$ cat src/rtl/rom_dl_sequencer_if.sv
// Bus bundle between the ROM download sequencer and its environment
// (HPS download stream, CPU read port, BRAM port, core status).
// slave  : the sequencer side.  master : the environment side (source, CPU, BRAM).
// Optional dl_sum checksum port exists only with ROM_DL_CHECKSUM_EN defined.
interface rom_dl_sequencer_if #(
  parameter int AW = 14,
  parameter int DW = 8
);
  // download stream
  logic          dl_active;
  logic          dl_wr;
  logic [AW-1:0] dl_addr;
  logic [DW-1:0] dl_data;
  logic          dl_wait;
  // CPU read path
  logic          cpu_req;
  logic [AW-1:0] cpu_addr;
  logic          cpu_ack;
  logic [DW-1:0] cpu_rd_data;
  // BRAM port
  logic [AW-1:0] rom_addr;
  logic [DW-1:0] rom_wdata;
  logic          rom_we;
  logic [DW-1:0] rom_q;
  // status
  logic          core_reset;
  logic          rom_valid;
  logic          dl_dropped;
`ifdef ROM_DL_CHECKSUM_EN
  logic [15:0]   dl_sum;

  modport slave (
    input  dl_active, dl_wr, dl_addr, dl_data, cpu_req, cpu_addr, rom_q,
    output dl_wait, cpu_ack, cpu_rd_data, rom_addr, rom_wdata, rom_we,
    output core_reset, rom_valid, dl_dropped, dl_sum
  );
  modport master (
    output dl_active, dl_wr, dl_addr, dl_data, cpu_req, cpu_addr, rom_q,
    input  dl_wait, cpu_ack, cpu_rd_data, rom_addr, rom_wdata, rom_we,
    input  core_reset, rom_valid, dl_dropped, dl_sum
  );
`else
  modport slave (
    input  dl_active, dl_wr, dl_addr, dl_data, cpu_req, cpu_addr, rom_q,
    output dl_wait, cpu_ack, cpu_rd_data, rom_addr, rom_wdata, rom_we,
    output core_reset, rom_valid, dl_dropped
  );
  modport master (
    output dl_active, dl_wr, dl_addr, dl_data, cpu_req, cpu_addr, rom_q,
    input  dl_wait, cpu_ack, cpu_rd_data, rom_addr, rom_wdata, rom_we,
    input  core_reset, rom_valid, dl_dropped
  );
`endif
endinterface

$ cat src/rtl/rom_dl_sequencer.sv
// Sequences a ROM download into the single-port BRAM, owns core reset, then serves CPU reads.
// Latency: download byte -> BRAM write 1 cycle (unstalled); cpu_req -> cpu_ack 2 cycles.
// Backpressure: a byte arriving while the write buffer is full is parked; dl_wait stays high until both entries drain.
// Ports: clk_i, rst_i (async active-high); bus (rom_dl_sequencer_if.slave) carries
// download stream, CPU read port, BRAM port and core_reset/rom_valid/dl_dropped.
// Optional: ROM_DL_CHECKSUM_EN adds bus.dl_sum, 16-bit wrap sum of bytes written to BRAM.
module rom_dl_sequencer #(
  parameter int AW        = 14,
  parameter int DW        = 8,
  parameter int ROM_DEPTH = 16384,
  parameter int RST_HOLD  = 16
) (
  input  logic                   clk_i,
  input  logic                   rst_i,
  rom_dl_sequencer_if.slave      bus
);

  typedef enum logic [1:0] {IDLE, LOAD, SETTLE, RUN} state_e;

  localparam int              CW        = $clog2(RST_HOLD + 1);
  localparam logic [AW:0]     DEPTH_W   = (AW+1)'(ROM_DEPTH);
  localparam logic [CW-1:0]   HOLD_LAST = CW'(RST_HOLD - 1);

  state_e        state_q, state_d;
  // s_*: write stage feeding the BRAM; h_*: holding register for a byte that arrives while s_* is busy
  logic          s_vld_q, s_vld_d, h_vld_q, h_vld_d;
  logic [AW-1:0] s_addr_q, s_addr_d, h_addr_q, h_addr_d;
  logic [DW-1:0] s_dat_q, s_dat_d, h_dat_q, h_dat_d;
  logic          wait_q, wait_d;
  logic          nz_q, nz_d;
  logic          drop_q, drop_d;
  logic [CW-1:0] cnt_q, cnt_d;
  logic          req_q, req_d, ack_q, ack_d;
  logic [DW-1:0] rd_q, rd_d;
`ifdef ROM_DL_CHECKSUM_EN
  logic [15:0]   sum_q, sum_d;
`endif

  logic run_now, in_range, accept;

  always_comb begin
    // RUN with dl_active high is already the hand-over cycle back to LOAD
    run_now  = (state_q == RUN) && !bus.dl_active;
    in_range = ({1'b0, bus.dl_addr} < DEPTH_W);
    accept   = (state_q == LOAD) && bus.dl_wr && in_range;

    state_d  = state_q;
    s_vld_d  = s_vld_q;
    s_addr_d = s_addr_q;
    s_dat_d  = s_dat_q;
    h_vld_d  = h_vld_q;
    h_addr_d = h_addr_q;
    h_dat_d  = h_dat_q;
    nz_d     = nz_q;
    drop_d   = drop_q;
    cnt_d    = '0;

    case (state_q)
      IDLE: begin
        if (bus.dl_active) begin
          state_d = LOAD;
          nz_d    = 1'b0;
          drop_d  = 1'b0;
        end
      end
      LOAD: begin
        if (h_vld_q) begin
          // parked byte moves up; a new arrival takes its place
          s_vld_d  = 1'b1;
          s_addr_d = h_addr_q;
          s_dat_d  = h_dat_q;
          h_vld_d  = accept;
          h_addr_d = bus.dl_addr;
          h_dat_d  = bus.dl_data;
        end else if (s_vld_q) begin
          // stage is being written this cycle, so an arrival is parked
          s_vld_d  = 1'b0;
          h_vld_d  = accept;
          h_addr_d = bus.dl_addr;
          h_dat_d  = bus.dl_data;
        end else begin
          s_vld_d  = accept;
          s_addr_d = bus.dl_addr;
          s_dat_d  = bus.dl_data;
        end
        if (accept && (bus.dl_data != '0)) nz_d = 1'b1;
        if (bus.dl_wr && !in_range)        drop_d = 1'b1;
        // leave only once every accepted byte has reached the BRAM
        if (!bus.dl_active && !s_vld_d && !h_vld_d) state_d = SETTLE;
      end
      SETTLE: begin
        if (bus.dl_active) begin
          state_d = LOAD;
          nz_d    = 1'b0;
          drop_d  = 1'b0;
        end else if (cnt_q == HOLD_LAST) begin
          state_d = nz_q ? RUN : IDLE;
        end else begin
          cnt_d = cnt_q + CW'(1);
        end
      end
      RUN: begin
        if (bus.dl_active) begin
          state_d = LOAD;
          nz_d    = 1'b0;
          drop_d  = 1'b0;
        end
      end
      default: state_d = IDLE;
    endcase

    wait_d = h_vld_d || (wait_q && s_vld_d);

    // read pipeline; any stage is squashed when RUN is left
    req_d = bus.cpu_req && run_now;
    ack_d = req_q && run_now;
    rd_d  = ack_d ? bus.rom_q : '0;

`ifdef ROM_DL_CHECKSUM_EN
    sum_d = sum_q;
    if ((state_q != LOAD) && (state_d == LOAD)) sum_d = '0;
    else if ((state_q == LOAD) && s_vld_q)      sum_d = sum_q + 16'(s_dat_q);
`endif
  end

  always_ff @(posedge clk_i or posedge rst_i) begin
    if (rst_i) begin
      state_q  <= IDLE;
      s_vld_q  <= 1'b0;
      s_addr_q <= '0;
      s_dat_q  <= '0;
      h_vld_q  <= 1'b0;
      h_addr_q <= '0;
      h_dat_q  <= '0;
      wait_q   <= 1'b0;
      nz_q     <= 1'b0;
      drop_q   <= 1'b0;
      cnt_q    <= '0;
      req_q    <= 1'b0;
      ack_q    <= 1'b0;
      rd_q     <= '0;
`ifdef ROM_DL_CHECKSUM_EN
      sum_q    <= '0;
`endif
    end else begin
      state_q  <= state_d;
      s_vld_q  <= s_vld_d;
      s_addr_q <= s_addr_d;
      s_dat_q  <= s_dat_d;
      h_vld_q  <= h_vld_d;
      h_addr_q <= h_addr_d;
      h_dat_q  <= h_dat_d;
      wait_q   <= wait_d;
      nz_q     <= nz_d;
      drop_q   <= drop_d;
      cnt_q    <= cnt_d;
      req_q    <= req_d;
      ack_q    <= ack_d;
      rd_q     <= rd_d;
`ifdef ROM_DL_CHECKSUM_EN
      sum_q    <= sum_d;
`endif
    end
  end

  assign bus.dl_wait     = wait_q;
  assign bus.cpu_ack     = ack_q && run_now;
  assign bus.cpu_rd_data = (ack_q && run_now) ? rd_q : '0;
  assign bus.rom_addr    = (state_q == RUN) ? bus.cpu_addr : s_addr_q;
  assign bus.rom_wdata   = s_dat_q;
  assign bus.rom_we      = (state_q == LOAD) && s_vld_q;
  assign bus.core_reset  = !run_now;
  assign bus.rom_valid   = run_now;
  assign bus.dl_dropped  = drop_q;
`ifdef ROM_DL_CHECKSUM_EN
  assign bus.dl_sum      = sum_q;
`endif

endmodule

$ cat src/flat_wrapper.sv
// flat-port wrapper written by rule: the top's interface ports become plain ports
module rom_dl_sequencer_flat 
#(
  parameter int AW        = 14,
  parameter int DW        = 8,
  parameter int ROM_DEPTH = 16384,
  parameter int RST_HOLD  = 16
)
  (clk_i, rst_i, bus_dl_active, bus_dl_wr, bus_dl_addr, bus_dl_data, bus_cpu_req, bus_cpu_addr, bus_rom_q, bus_dl_wait, bus_cpu_ack, bus_cpu_rd_data, bus_rom_addr, bus_rom_wdata, bus_rom_we, bus_core_reset, bus_rom_valid, bus_dl_dropped);
  rom_dl_sequencer_if #(.AW(AW), .DW(DW)) bus_i ();
  input  logic clk_i;
  input  logic rst_i;
  input wire logic [$bits(bus_i.dl_active)-1:0] bus_dl_active;
  input wire logic [$bits(bus_i.dl_wr)-1:0] bus_dl_wr;
  input wire logic [$bits(bus_i.dl_addr)-1:0] bus_dl_addr;
  input wire logic [$bits(bus_i.dl_data)-1:0] bus_dl_data;
  input wire logic [$bits(bus_i.cpu_req)-1:0] bus_cpu_req;
  input wire logic [$bits(bus_i.cpu_addr)-1:0] bus_cpu_addr;
  input wire logic [$bits(bus_i.rom_q)-1:0] bus_rom_q;
  output wire logic [$bits(bus_i.dl_wait)-1:0] bus_dl_wait;
  output wire logic [$bits(bus_i.cpu_ack)-1:0] bus_cpu_ack;
  output wire logic [$bits(bus_i.cpu_rd_data)-1:0] bus_cpu_rd_data;
  output wire logic [$bits(bus_i.rom_addr)-1:0] bus_rom_addr;
  output wire logic [$bits(bus_i.rom_wdata)-1:0] bus_rom_wdata;
  output wire logic [$bits(bus_i.rom_we)-1:0] bus_rom_we;
  output wire logic [$bits(bus_i.core_reset)-1:0] bus_core_reset;
  output wire logic [$bits(bus_i.rom_valid)-1:0] bus_rom_valid;
  output wire logic [$bits(bus_i.dl_dropped)-1:0] bus_dl_dropped;
  assign bus_i.dl_active = bus_dl_active;
  assign bus_i.dl_wr = bus_dl_wr;
  assign bus_i.dl_addr = bus_dl_addr;
  assign bus_i.dl_data = bus_dl_data;
  assign bus_i.cpu_req = bus_cpu_req;
  assign bus_i.cpu_addr = bus_cpu_addr;
  assign bus_i.rom_q = bus_rom_q;
  assign bus_dl_wait = bus_i.dl_wait;
  assign bus_cpu_ack = bus_i.cpu_ack;
  assign bus_cpu_rd_data = bus_i.cpu_rd_data;
  assign bus_rom_addr = bus_i.rom_addr;
  assign bus_rom_wdata = bus_i.rom_wdata;
  assign bus_rom_we = bus_i.rom_we;
  assign bus_core_reset = bus_i.core_reset;
  assign bus_rom_valid = bus_i.rom_valid;
  assign bus_dl_dropped = bus_i.dl_dropped;
  rom_dl_sequencer #(.AW(AW), .DW(DW), .ROM_DEPTH(ROM_DEPTH), .RST_HOLD(RST_HOLD)) u_core (.clk_i(clk_i), .rst_i(rst_i), .bus(bus_i));
endmodule
$ cat config.mk
export PLATFORM = sky130hd
export DESIGN_NAME = rom_dl_sequencer_flat
export DESIGN_NICKNAME = d
export VERILOG_FILES = /design/src/rtl/rom_dl_sequencer_if.sv /design/src/rtl/rom_dl_sequencer.sv /design/src/flat_wrapper.sv
export SDC_FILE = /design/constraint.sdc
export NUM_CORES = 1
export LEC_CHECK = 0
export ABC_AREA = 0
export CORE_AREA = 5 5 106 108
export CTS_CLUSTER_DIAMETER = 100
export DETAILED_ROUTE_END_ITERATION = 8
export DIE_AREA = 0 0 111 113
export SLEW_MARGIN = 20
export SYNTH_ARGS = -nofsm -noshare
export SYNTH_HDL_FRONTEND = slang
export SYNTH_SLANG_ARGS = --single-unit
$ cat constraint.sdc
create_clock -name clk_i -period 2.7 [get_ports clk_i]
set_clock_uncertainty 0.1 [all_clocks]
set_input_delay 0.675 -clock clk_i [delete_from_list [all_inputs] [get_ports clk_i]]
set_output_delay 0.675 -clock clk_i [all_outputs]
set_load 0.01 [all_outputs]
==> summary.md, run 1 <==
| Metric | Value |
|---|---|
| Status | complete, no violations |
| Post-Route Utilization | a little over two fifths |
| Die X | between 100 and 150 um |
| VDD IR-drop max | about 0.39 mV |
| Largest family of logic cells by synthesized area | multiplexers |
| Clock transition at the registers of the reported paths | 0.07 ns |
| Share of cells above drive strength 1 | a little over a fifth |
| Grt met2 use | 17.4% |
| Worst EP arrival | 1.82 ns |
| CP Class | input port to output port |
| Largest net degree at the start of global routing | 45 |
| Mapped Nets | about 300 |
| CP Max Fanout | 11 |
| RR Endpoint | u_core.h_addr_q[13]$_DFFE_PP0P_ |
| Detailed-placement wirelength estimate | around 5000 um |
| Netlist cell types | 31 |
| Fmax | 385 MHz |
| Via-to-Cell Ratio | around 4.4 |
| # fillers | about 950 |
| Reg2Reg Launch Point | u_core.state_q[1]$_DFFE_PP0P_ |
| CTS H-tree depth | 3 |
| Synth Register Bits | 65 |
| Mux cell area share after synthesis | between 20 and 25% |
| Grt met3 use | 4.39% |
| Crit. End Element | output port |
| Final slew viol count | 0 |
| DRT Pass-1 Iters | 4 |
| Clock Sinks | 65 |
| Register-to-Register Path Depth | 7 |
| Post-Synth XOR/XNOR Area | less than 1% |
| Vias in the first global route | roughly 2300 |
| Core area | between 10000 and 15000 sq um |
| Slew headroom | 32.3% |
| CTS Hold Bufs | 0 |
| Worst hold-check path type | flop to flop |
| Placer Congestion | 0.771 |
| Period minus WS final | ~2.6 ns |
| Final WS setup | between 0.1 and 0.15 ns |
| Sequential area share after synthesis | between 50% and 60% |
| Cell area after synthesis | around 3000 sq um |
| Fin crit share | 96.2% |
| GR Util met1 | about 16% |
| Starting Density | approximately 30% |
| Area Growth Syn to Fin | 42.9% |
| Die area | approximately 13000 sq um |
| Initial antenna violation count | 0 |
| Final setup vio count | 0 |
| Simple-Gate Fraction of Synth Area | around a tenth |
| CTS tree | yes |
| Synth Area per Inst | 12.1 sq um |
| Chip height | 113 um |
| Post-Synthesis Cells | 248 |
| DRC violations left | 0 |
| DRT antenna net count | 0 |
| Max Cap Viol | 0 |
| DRT iter0 DRCs | 42 |
| Via count | ~2200 |
| Grt total ovfl | 0 |
| Synth warnings | 0 |
| CTS Buf Count | 9 |
| PwrDens | about 1000 nW/um^2 |
| Final Hold Fails | 0 |
| Unrepaired setup endpoints after global routing | false |
| Critical Path Start Type | input port |
| Nets | 399 |
| CTS root buffer | clkbuf_8 |
| CP startpoint | bus_dl_active |
| CP Data Required Time | 1.92 ns |
| Clock tree buffer depth | 2 |
| IO Pins | 85 |
| Gr busiest metal | met2 |
| Clock Latency Late Sink | 0.33 ns |
| Placement Setup Slack | -0.330 ns |
| Synth Area in Adders | between 2 and 2.5% |
| PortBufs | a little over 80 |
| Worst slew pin tran | between 1 and 1.5 ns |
| Leak pwr | 2.09 nW |
| Std-Cell Rows | 37 |
| Final WL | slightly below 7000 um |
| All-Layer GR Usage | around an eighth |
| Drt wl/cell | ~14 um |
| First-pass GRT wire length | between 10000 and 15000 um |
| Compound-gate portion of the synthesized area | approximately 7.3% |
| N_diodes | 0 |
| FF-to-FF setup slack | 0.70 ns |
| Worst setup path end | bus_rom_valid |
synth_stat cells:
| master | n | area (sq um) |
|---|---|---|
| and3_1 | 17 | 106 |
| o221a_2 | 1 | 11.3 |
| a221o_1 | 1 | 10.0 |
| buf_4 | 4 | 30.0 |
| o21ai_0 | 24 | 120 |
| buf_2 | 6 | 30.0 |
| clkbuf_2 | 1 | 5.00 |
| mux2_1 | 2 | 22.5 |
| a41o_1 | 1 | 10.0 |
| and2_1 | 5 | 31.3 |
| a31oi_1 | 1 | 6.26 |
| nand2_1 | 23 | 86.3 |
| o22a_1 | 1 | 8.76 |
| a21o_1 | 1 | 7.51 |
| mux2_2 | 35 | 394 |
| nor3_1 | 1 | 5.00 |
| a21oi_1 | 3 | 15.0 |
| mux2i_1 | 23 | 230 |
| ha_1 | 5 | 62.6 |
| clkbuf_1 | 3 | 11.3 |
| inv_1 | 8 | 30.0 |
| conb_1 | 1 | 3.75 |
| nand3_1 | 2 | 10.0 |
| o21ai_2 | 2 | 17.5 |
| dfrtp_1 | 65 | 1630 |
| nor4_4 | 2 | 42.5 |
| a211oi_1 | 1 | 7.51 |
| nor2_1 | 4 | 15.0 |
| nor2b_1 | 2 | 12.5 |
| o21ai_1 | 1 | 5.00 |
| xor2_1 | 2 | 17.5 |
cell type report:
| cell class | count | area [sq um] | share of cell area [%] |
|---|---|---|---|
| multi-input cells | 161 | 1280 | 30.0 |
| inverters | 8 | 30.0 | 0.703 |
| clock buffers | 11 | 141 | 3.31 |
| well taps | 136 | 170 | 3.98 |
| flip-flops and latches | 65 | 1630 | 38.1 |
| repair buffers | 100 | 968 | 22.7 |
| clock inverters | 5 | 55.1 | 1.29 |
layer usage:
| layer | routed length, um | vias to the layer above | share of wire (%) |
|---|---|---|---|
| met3 | 395 | 11 | 5.7 |
| met2 | 3020 | 61 | 44 |
| met5 | 0 | - | 0 |
| li1 | - | 1061 | - |
| met1 | 3380 | 1017 | 49 |
| met4 | 86 | 0 | 1.3 |
worst max-delay path, stage by stage:
cell and delay [ns]:
dlygate4sd2_1 0.29, nor2b_2 0.16, buf_6 0.15, clkdlybuf4s50_1 0.54
sequential cells by signal (all words and copies together), names as in the netlist:
signal	flops
u_core.h_dat_q	8
u_core.bus.rom_wdata	8
u_core.s_vld_q	1
u_core.h_vld_q	1
u_core.cnt_q	5
u_core.nz_q	1
u_core.req_q	1
u_core.s_addr_q	14
u_core.bus.dl_wait	1
u_core.ack_q	1
u_core.rd_q	8
u_core.h_addr_q	14
u_core.state_q	2
cell usage in the layout, fill, tap and decap left out, drive strengths merged:
master	instances
inv	8
a221o	1
ha	5
clkinvlp	2
dfrtp	65
dlygate4sd2	17
conb	1
nor4	2
nand2	23
dlymetal6s2s	7
xor2	2
o21ai	27
o221a	1
nor2	4
and3	17
a21o	1
clkbuf	11
a211oi	1
mux2i	23
nand3	2
a31oi	1
nor2b	2
and2	5
bufinv	1
nor3	1
a21oi	3
buf	17
mux2	37
clkdlybuf4s50	59
clkinv	2
a41o	1
o22a	1
power breakdown:
part | total, W | leakage [nW] | switching, W | internal [W]
registers | 0.00160 | 0.803 | 0.000232 | 0.00137
clock network | 0.000817 | 0.0953 | 0.000369 | 0.000449
logic | 0.00200 | 1.20 | 0.000887 | 0.00111
what timing repair did:
| item | CTS | global route |
|---|---|---|
| setup endpoints to repair | 24 | 7 |
| gates resized for setup | 21 | 7 |
| gates cloned | 1 | 0 |
| endpoints found under the hold margin | 0 | 0 |
| setup buffers | 2 | 0 |
metrics by stage:
step                setup TNS, ns  hold WS [ns]  power (W)  std cells  area [sq um]
floorplan                       0         0.333    0.00286        248          2990
global placement            -3.44         0.350    0.00365        467          4040
detailed placement          -3.13         0.354    0.00370        467          4040
CTS                             0         0.364    0.00453        486          4260
global route                    0         0.390    0.00478        486          4270
finish                          0         0.364    0.00442        486          4270
logic make-up after synthesis:
kind of cell,after synthesis
buf+inv,22
xor+xnor,2
simple gates,56
compound gates,37
mux,60
flops,65
other cells,1
fa+ha+maj,5
worst min-delay path by stage:
stage / start / depth (start not counted) / to / slack, ns
6_report: u_core.cnt_q[0]$_DFF_PP0_ / 1 / u_core.cnt_q[0]$_DFF_PP0_ / 0.36
5_1_grt: u_core.cnt_q[0]$_DFF_PP0_ / 1 / u_core.cnt_q[0]$_DFF_PP0_ / 0.39
4_1_cts: u_core.cnt_q[0]$_DFF_PP0_ / 1 / u_core.cnt_q[0]$_DFF_PP0_ / 0.36
3_5_place_dp: u_core.cnt_q[0]$_DFF_PP0_ / 1 / u_core.cnt_q[0]$_DFF_PP0_ / 0.35
3_3_place_gp: u_core.cnt_q[0]$_DFF_PP0_ / 1 / u_core.cnt_q[0]$_DFF_PP0_ / 0.35
2_1_floorplan: u_core.cnt_q[0]$_DFF_PP0_ / 1 / u_core.cnt_q[0]$_DFF_PP0_ / 0.33
No activity file was read; power rests on OpenSTA's default activity.
==> run 2, diff against run 1 <==
- ABC_AREA: 0 -> 1
- CORE_AREA: 5 5 106 108 -> 5 5 111 113
- DIE_AREA: 0 0 111 113 -> 0 0 116 118
==> run 2 against run 1 <==
Worst setup slack got worse by 0.033 ns. Core utilization fell by 2.0 points. Worst hold slack got worse by 0.012 ns. Via count rose by 18%. First-iteration DRC count rose by 57%. Critical path depth did not move. Routed wire length rose by 6.8%. Power rose by 5.5%.
==> summary.md, run 2 <==
| Metric | Value |
|---|---|
| VDD IR-drop max | 0.411 mV |
| Final setup vio count | 0 |
| Synth top cells by count | nand2_1, dfrtp_1, inv_1 |
| PortBufs | 83 |
| Net Sw Frac | ~36% |
| Final WL | approximately 7300 um |
| Via count | 2536 |
| Clock Latency Late Sink | approximately 0.32 ns |
| All-Layer GR Usage | around 12% |
| Area Growth Syn to Fin | 38.6% |
| Switching power | 0.00166 W |
| DRT Pass-1 Iters | 4 |
| Crit. End Element | output port |
| Post-synth top area cell | dfrtp_1 |
| Delay-heaviest family, CP | buffers and inverters |
| First-pass GRT wire length | between 10000 and 15000 um |
| Critical Path Start Type | flop |
| Post-Synthesis Cells | 358 |
| CTS Buf Count | 9 |
| Core area | approximately 11000 sq um |
| Grt total ovfl | 0 |
| Max Cap Viol | 0 |
| Crit path buf inv count | 2 |
| CP startpoint | u_core.state_q[0]$_DFFE_PP0P_ |
| Clock Sinks | 65 |
| Nets | approximately 500 |
| Detailed-placement wirelength estimate | between 5000 and 6000 um |
| Post-Route Utilization | between 40% and 50% |
| IO Pins | 85 |
| Slowest cell on crit path | clkdlybuf4s50_1 |
| Status | complete, no violations |
| HP Start | u_core.cnt_q[0]$_DFF_PP0_ |
| Largest net degree at the start of global routing | 66 |
| Starting Density | just under 30% |
| CP Cell Sequence | ha_4 > buf_12 > o21ai_0 > clkdlybuf4s50_1 |
| CTS root buffer | clkbuf_16 |
| Fin crit share | 97.4% |
| CP Max Fanout | 26 |
| Vias in the first global route | 2724 |
| Synth warnings | 0 |
| Flop pwr share | around a third |
| Die X | 116 um |
| CTS H-tree depth | 3 |
| CP Class | flop to output port |
| Post-synth top area share | ~50% |
| Worst EP arrival | approximately 1.9 ns |
| DRT iter0 DRCs | 66 |
| Unrepaired setup endpoints after global routing | false |
| PwrDens | approximately 1000 nW/um^2 |
| Most frequent cell after synthesis | nand2_1 |
| Leak pwr | 2.22 nW |
| CTS tree | yes |
| Worst hold-check path type | flop to flop |
| Biggest regs | u_core.h_addr_q: 14 flops, u_core.s_addr_q: 14 flops |
| Pwr Total | ~0.0047 W |
| Final slew viol count | 0 |
| Reg2Reg Launch Point | u_core.h_vld_q$_DFF_PP0_ |
| Die area | roughly 14000 sq um |
| Worst path max stage delay | between 0.5 and 0.6 ns |
| Commonest non-fill, non-tap cell in the layout | nand2_1 |
| Period minus WS final | ~2.6 ns |
| Number of synthesized flops with an enable pin | 0 |
| Share of cells above drive strength 1 | between 10% and 20% |
| Chip height | 118 um |
| Placer Congestion | 0.775 |
| Synth Register Bits | 65 |
| Final Hold Fails | 0 |
| FFs w/ async S/R, synth | 100% |
| Dominant synthesized flop cell | dfrtp_1 |
| Sequential area share after synthesis | 50.1% |
| N_diodes | 0 |
| Clock power share | 24.4% |
| DRC violations left | 0 |
| Cell area after synthesis | 3250 sq um |
| DRT antenna net count | 0 |
| Internal | approximately 0.0030 W |
| # fillers | 1158 |
| Drt wl/cell | about 12 um |
| Combinational share of power | between 40 and 50% |
| Mapped Nets | around 410 |
| Largest cells by area after synthesis | dfrtp_1, nand2_1, inv_1 |
| Std-Cell Rows | 39 |
| Via-to-Cell Ratio | between 4 and 5 |
| Fmax | approximately 380 MHz |
| CP Data Required Time | around 1.9 ns |
| Initial antenna violation count | 0 |
| Clock transition at the registers of the reported paths | about 0.050 ns |
| Netlist cell types | 30 |
| Clock tree buffer depth | 2 |
| CTS Hold Bufs | 0 |
| Most frequent cells in the layout | nand2_1, dfrtp_1, clkdlybuf4s50_1 |
| Synth Area per Inst | a little over 9 sq um |
-- run 2: changes by cell type after synthesis, sizes merged, moves of 6 or more --
cell    change
a31oi       +7
and3       -17
buf         +6
inv        +55
mux2       -29
mux2i      -23
nand2      +61
nor2       +30
o211ai     +14
o21ai      +23
-- run 2: layout make-up --
type                    instances  area (sq um)  area share [%]
multi-input cells             213          1260            28.0
inverters                      63           241            5.36
well taps                     143           179            3.97
clock inverters                 3          40.0           0.889
repair buffers                 91           902            20.0
flip-flops and latches         65          1630            36.2
clock buffers                  13           250            5.56
-- run 2: layer usage --
| metal | global-route usage (%) | vias to the layer above | wire (um) |
|---|---|---|---|
| met5 | 0 | - | 0 |
| met4 | 5.15 | 0 | 182 |
| met3 | 3.03 | 11 | 363 |
| met2 | 18.9 | 50 | 3520 |
| met1 | 14.3 | 1187 | 3280 |
| li1 | - | 1288 | - |
-- run 2: worst register-to-register path: cells and delay by family (launching register included) --
kind,cells,cell delay [ns]
simple gates,2,0.41
mux,1,0.40
buf+inv,1,0.42
flops,1,0.55
-- run 2: cells by family (layout without fill, tap and decap cells) --
logic type / after synthesis / after routing / synth area share (%)
buffers and inverters: 80 / 170 / 11.6
xor gates and xnor gates: 1 / 1 / 0.270
DFF: 65 / 65 / 50.1
other: 1 / 1 / 0.115
muxes: 8 / 8 / 3.00
and+or+nand+nor: 123 / 123 / 15.3
adders and majority gates: 5 / 5 / 1.93
AOI/OAI and AO/OA: 75 / 75 / 17.6
-- run 2: power groups by stage --
stage	logic (W)	clock network, W	registers, W
after detailed placement	0.00201	0	0.00160
after CTS	0.00200	0.00117	0.00158
final	0.00194	0.00114	0.00159
after global routing	0.00218	0.00121	0.00164
after global placement	0.00197	0	0.00158
after floorplan	0.00137	0	0.00157
-- run 2: what timing repair did --
item | in CTS | in global routing
hold endpoints to repair | 0 | 0
endpoints found under the setup margin | 24 | 18
resized for setup | 16 | 23
buffers inserted | 0 | 0
-- run 2: stage by stage --
step           TNS, ns  cells  area [sq um]  hold WS [ns]  setup slack [ns]
2_1_floorplan        0    358          3250         0.331             0.299
5_1_grt              0    591          4500         0.393           0.00404
4_1_cts              0    591          4490         0.355           0.00173
6_report             0    591          4500         0.352            0.0702
3_3_place_gp     -2.23    575          4210         0.346            -0.242
3_5_place_dp     -2.41    575          4210         0.348            -0.263
-- run 2: worst paths after layout --
check	slack, ns	to	depth (start not counted)
min in group asynchronous	0.65	u_core.ack_q$_DFF_PP0_	3
worst min-delay path	0.35	u_core.cnt_q[0]$_DFF_PP0_	1
worst min register to register	0.35	u_core.cnt_q[0]$_DFF_PP0_	1
max in group asynchronous	1.55	u_core.s_addr_q[9]$_DFFE_PP0P_	3
worst max register to register	0.70	u_core.h_dat_q[6]$_DFFE_PP0P_	4
worst max-delay path	0.07	bus_rom_addr[0]	4
==> run 3, diff against run 2 <==
- CORE_AREA: 5 5 111 113 -> 5 5 88 90
- DIE_AREA: 0 0 116 118 -> 0 0 93 95
- PLACE_DENSITY: default -> 0.79
- RECOVER_POWER: default -> 100
==> run 3 against run 2 <==
The run now ends with capacitance limit, slew limit left. Worst setup slack gained 0.011 ns. Register-to-register slack got worse by 0.24 ns. Via count up 0.99%. Worst hold slack improved by 0.014 ns. Clock power fell by 31%. Final cell count decreased by 10%. Power decreased by 13%. Critical path type unchanged. Critical endpoint is now bus_rom_addr[4].
==> summary.md, run 3 (synthesized netlist as in run 2, its figures left out) <==
| Metric | Value |
|---|---|
| Status | complete, but fails checks |
| Failing checks | capacitance limit, slew limit |
| Biggest regs | u_core.h_addr_q: 14 flops, u_core.s_addr_q: 14 flops |
| Final WL | a little under 7000 um |
| Drt wl/cell | 12.7 um |
| Placement Setup Slack | -0.232 ns |
| Crit path buf inv count | 2 |
| Clock tree buffer depth | 2 |
| HP Start | u_core.cnt_q[0]$_DFF_PP0_ |
| Die X | 93 um |
| VDD IR-drop max | 0.783 mV |
| Clock Sinks | 65 |
| CP Class | flop to output port |
| CTS Hold Bufs | 0 |
| Final WS setup | just over 0.08 ns |
| CTS Buf Count | 9 |
| FF-to-FF setup slack | roughly 0.46 ns |
| All-Layer GR Usage | 16.1% |
| Placer Congestion | 0.796 |
| Slowest cell on crit path | clkdlybuf4s50_1 |
| Max Cap Viol | 1 |
| PortBufs | between 80 and 90 |
| DRT Pass-1 Iters | 4 |
| Core area | 6980 sq um |
| Delay-heaviest family, CP | buffers and inverters |
| Worst path max stage delay | 0.56 ns |
| Final slew viol count | 66 |
| PwrDens | 981 nW/um^2 |
| Largest net degree at the start of global routing | 66 |
| Critical Path Start Type | flop |
| Reg2Reg Launch Point | u_core.state_q[0]$_DFFE_PP0P_ |
| DRC violations left | 0 |
| # fillers | 650 |
| Fmax | between 300 and 400 MHz |
| Grt total ovfl | 0 |
| Fin crit share | 97.0% |
| Worst EP arrival | ~1.8 ns |
| Worst hold-check path type | flop to flop |
| Final Hold Fails | 0 |
| Area Growth Syn to Fin | 27.4% |
| Std-Cell Rows | 31 |
| Vias in the first global route | about 2600 |
| Final setup vio count | 0 |
| CP Cell Sequence | ha_4 > buf_12 > o21ai_0 > clkdlybuf4s50_1 |
| Most frequent cells in the layout | nand2_1, dfrtp_1, inv_1 |
| Via count | 2561 |
| CTS root buffer | clkbuf_8 |
| # placed instances | roughly 520 |
| N_diodes | 0 |
| Fin cells | roughly 530 |
| CP Max Fanout | 24 |
| Worst slew pin tran | between 1.5 and 2 ns |
| Starting Density | a little under half |
| Share of cells above drive strength 1 | between 10% and 20% |
| Final hold slack | between 0.3 and 0.4 ns |
| Nets | approximately 500 |
| DRT iter0 DRCs | 72 |
| Period minus WS final | between 2 and 3 ns |
| Crit. End Element | output port |
| IO Pins | 85 |
| CTS tree | yes |
| CP startpoint | u_core.state_q[1]$_DFFE_PP0P_ |
| CP Data Required Time | between 1.5 and 2 ns |
| Clock Latency Late Sink | 0.32 ns |
| Unrepaired setup endpoints after global routing | false |
| Commonest non-fill, non-tap cell in the layout | nand2_1 |
| CTS H-tree depth | 3 |
| Detailed-placement wirelength estimate | around 4700 um |
| Slew headroom | -3.48% |
| First-pass GRT wire length | between 10000 and 15000 um |
| Initial antenna violation count | 0 |
| DRT antenna net count | 0 |
| Leak pwr | 1.99 nW |
| Clock transition at the registers of the reported paths | 0.07 ns |
| Chip height | around 95 um |
| Via-to-Cell Ratio | between 4 and 5 |
| Die area | just under 9000 sq um |
-- run 3: layout make-up --
class	instances	area, sq um	area share (%)
repair buffers	92	822	19.9
clock inverters	3	40.0	0.968
well taps	82	103	2.48
flip-flops and latches	65	1630	39.3
clock buffers	13	149	3.60
inverters	63	241	5.84
multi-input cells	213	1160	27.9
-- run 3: worst register-to-register path: stages, from the launching register on --
cell	delay, ns
dfrtp_1	0.39
clkbuf_1	0.21
ha_1	0.19
clkbuf_1	0.27
o21ai_0	0.27
inv_6	0.36
nand2_1	0.08
o21ai_0	0.13
nand2_1	0.09
nand3_1	0.08
-- run 3: worst paths after layout --
| path | to | cells after the start |
|---|---|---|
| worst max register to register | u_core.bus.dl_wait$_DFF_PP0_ | 9 |
| worst min register to register | u_core.cnt_q[0]$_DFF_PP0_ | 1 |
| worst min-delay path | u_core.cnt_q[0]$_DFF_PP0_ | 1 |
| min in group asynchronous | u_core.cnt_q[0]$_DFF_PP0_ | 3 |
| max in group asynchronous | u_core.s_addr_q[7]$_DFFE_PP0P_ | 3 |
| worst max-delay path | bus_rom_addr[4] | 4 |
-- run 3: what timing repair did --
action / in CTS / in global routing
resized for setup: 14 / 13
buffers inserted: 0 / 0
setup endpoints to repair: 23 / 14
-- run 3: per-stage QoR --
| step | power [W] | cell area (sq um) | utilization, % | TNS, ns |
|---|---|---|---|---|
| floorplan | 0.00293 | 3250 | - | 0 |
| global placement | 0.00352 | 4140 | 59.3 | -1.72 |
| detailed placement | 0.00360 | 4140 | 59.3 | -1.97 |
| CTS | 0.00440 | 4320 | 61.9 | 0 |
| global route | 0.00440 | 4140 | 59.3 | 0 |
| finish | 0.00406 | 4140 | 59.3 | 0 |
-- run 3: power by group --
part / switching [W] / leakage, nW / total, W / internal (W)
Clock: 0.000336 / 0.0974 / 0.000786 / 0.000450
Sequential: 0.000195 / 0.811 / 0.00155 / 0.00136
Combinational: 0.000983 / 1.09 / 0.00172 / 0.000735
Total: 0.00151 / 1.99 / 0.00406 / 0.00254
-- run 3: layer usage --
layer | GRT usage (%) | wire [um] | part of all wire, %
met5 | 0 | 0 | 0
met4 | 6.23 | 88 | 1.3
met3 | 4.22 | 374 | 5.5
met2 | 27.9 | 3370 | 50
met1 | 19.2 | 2920 | 43
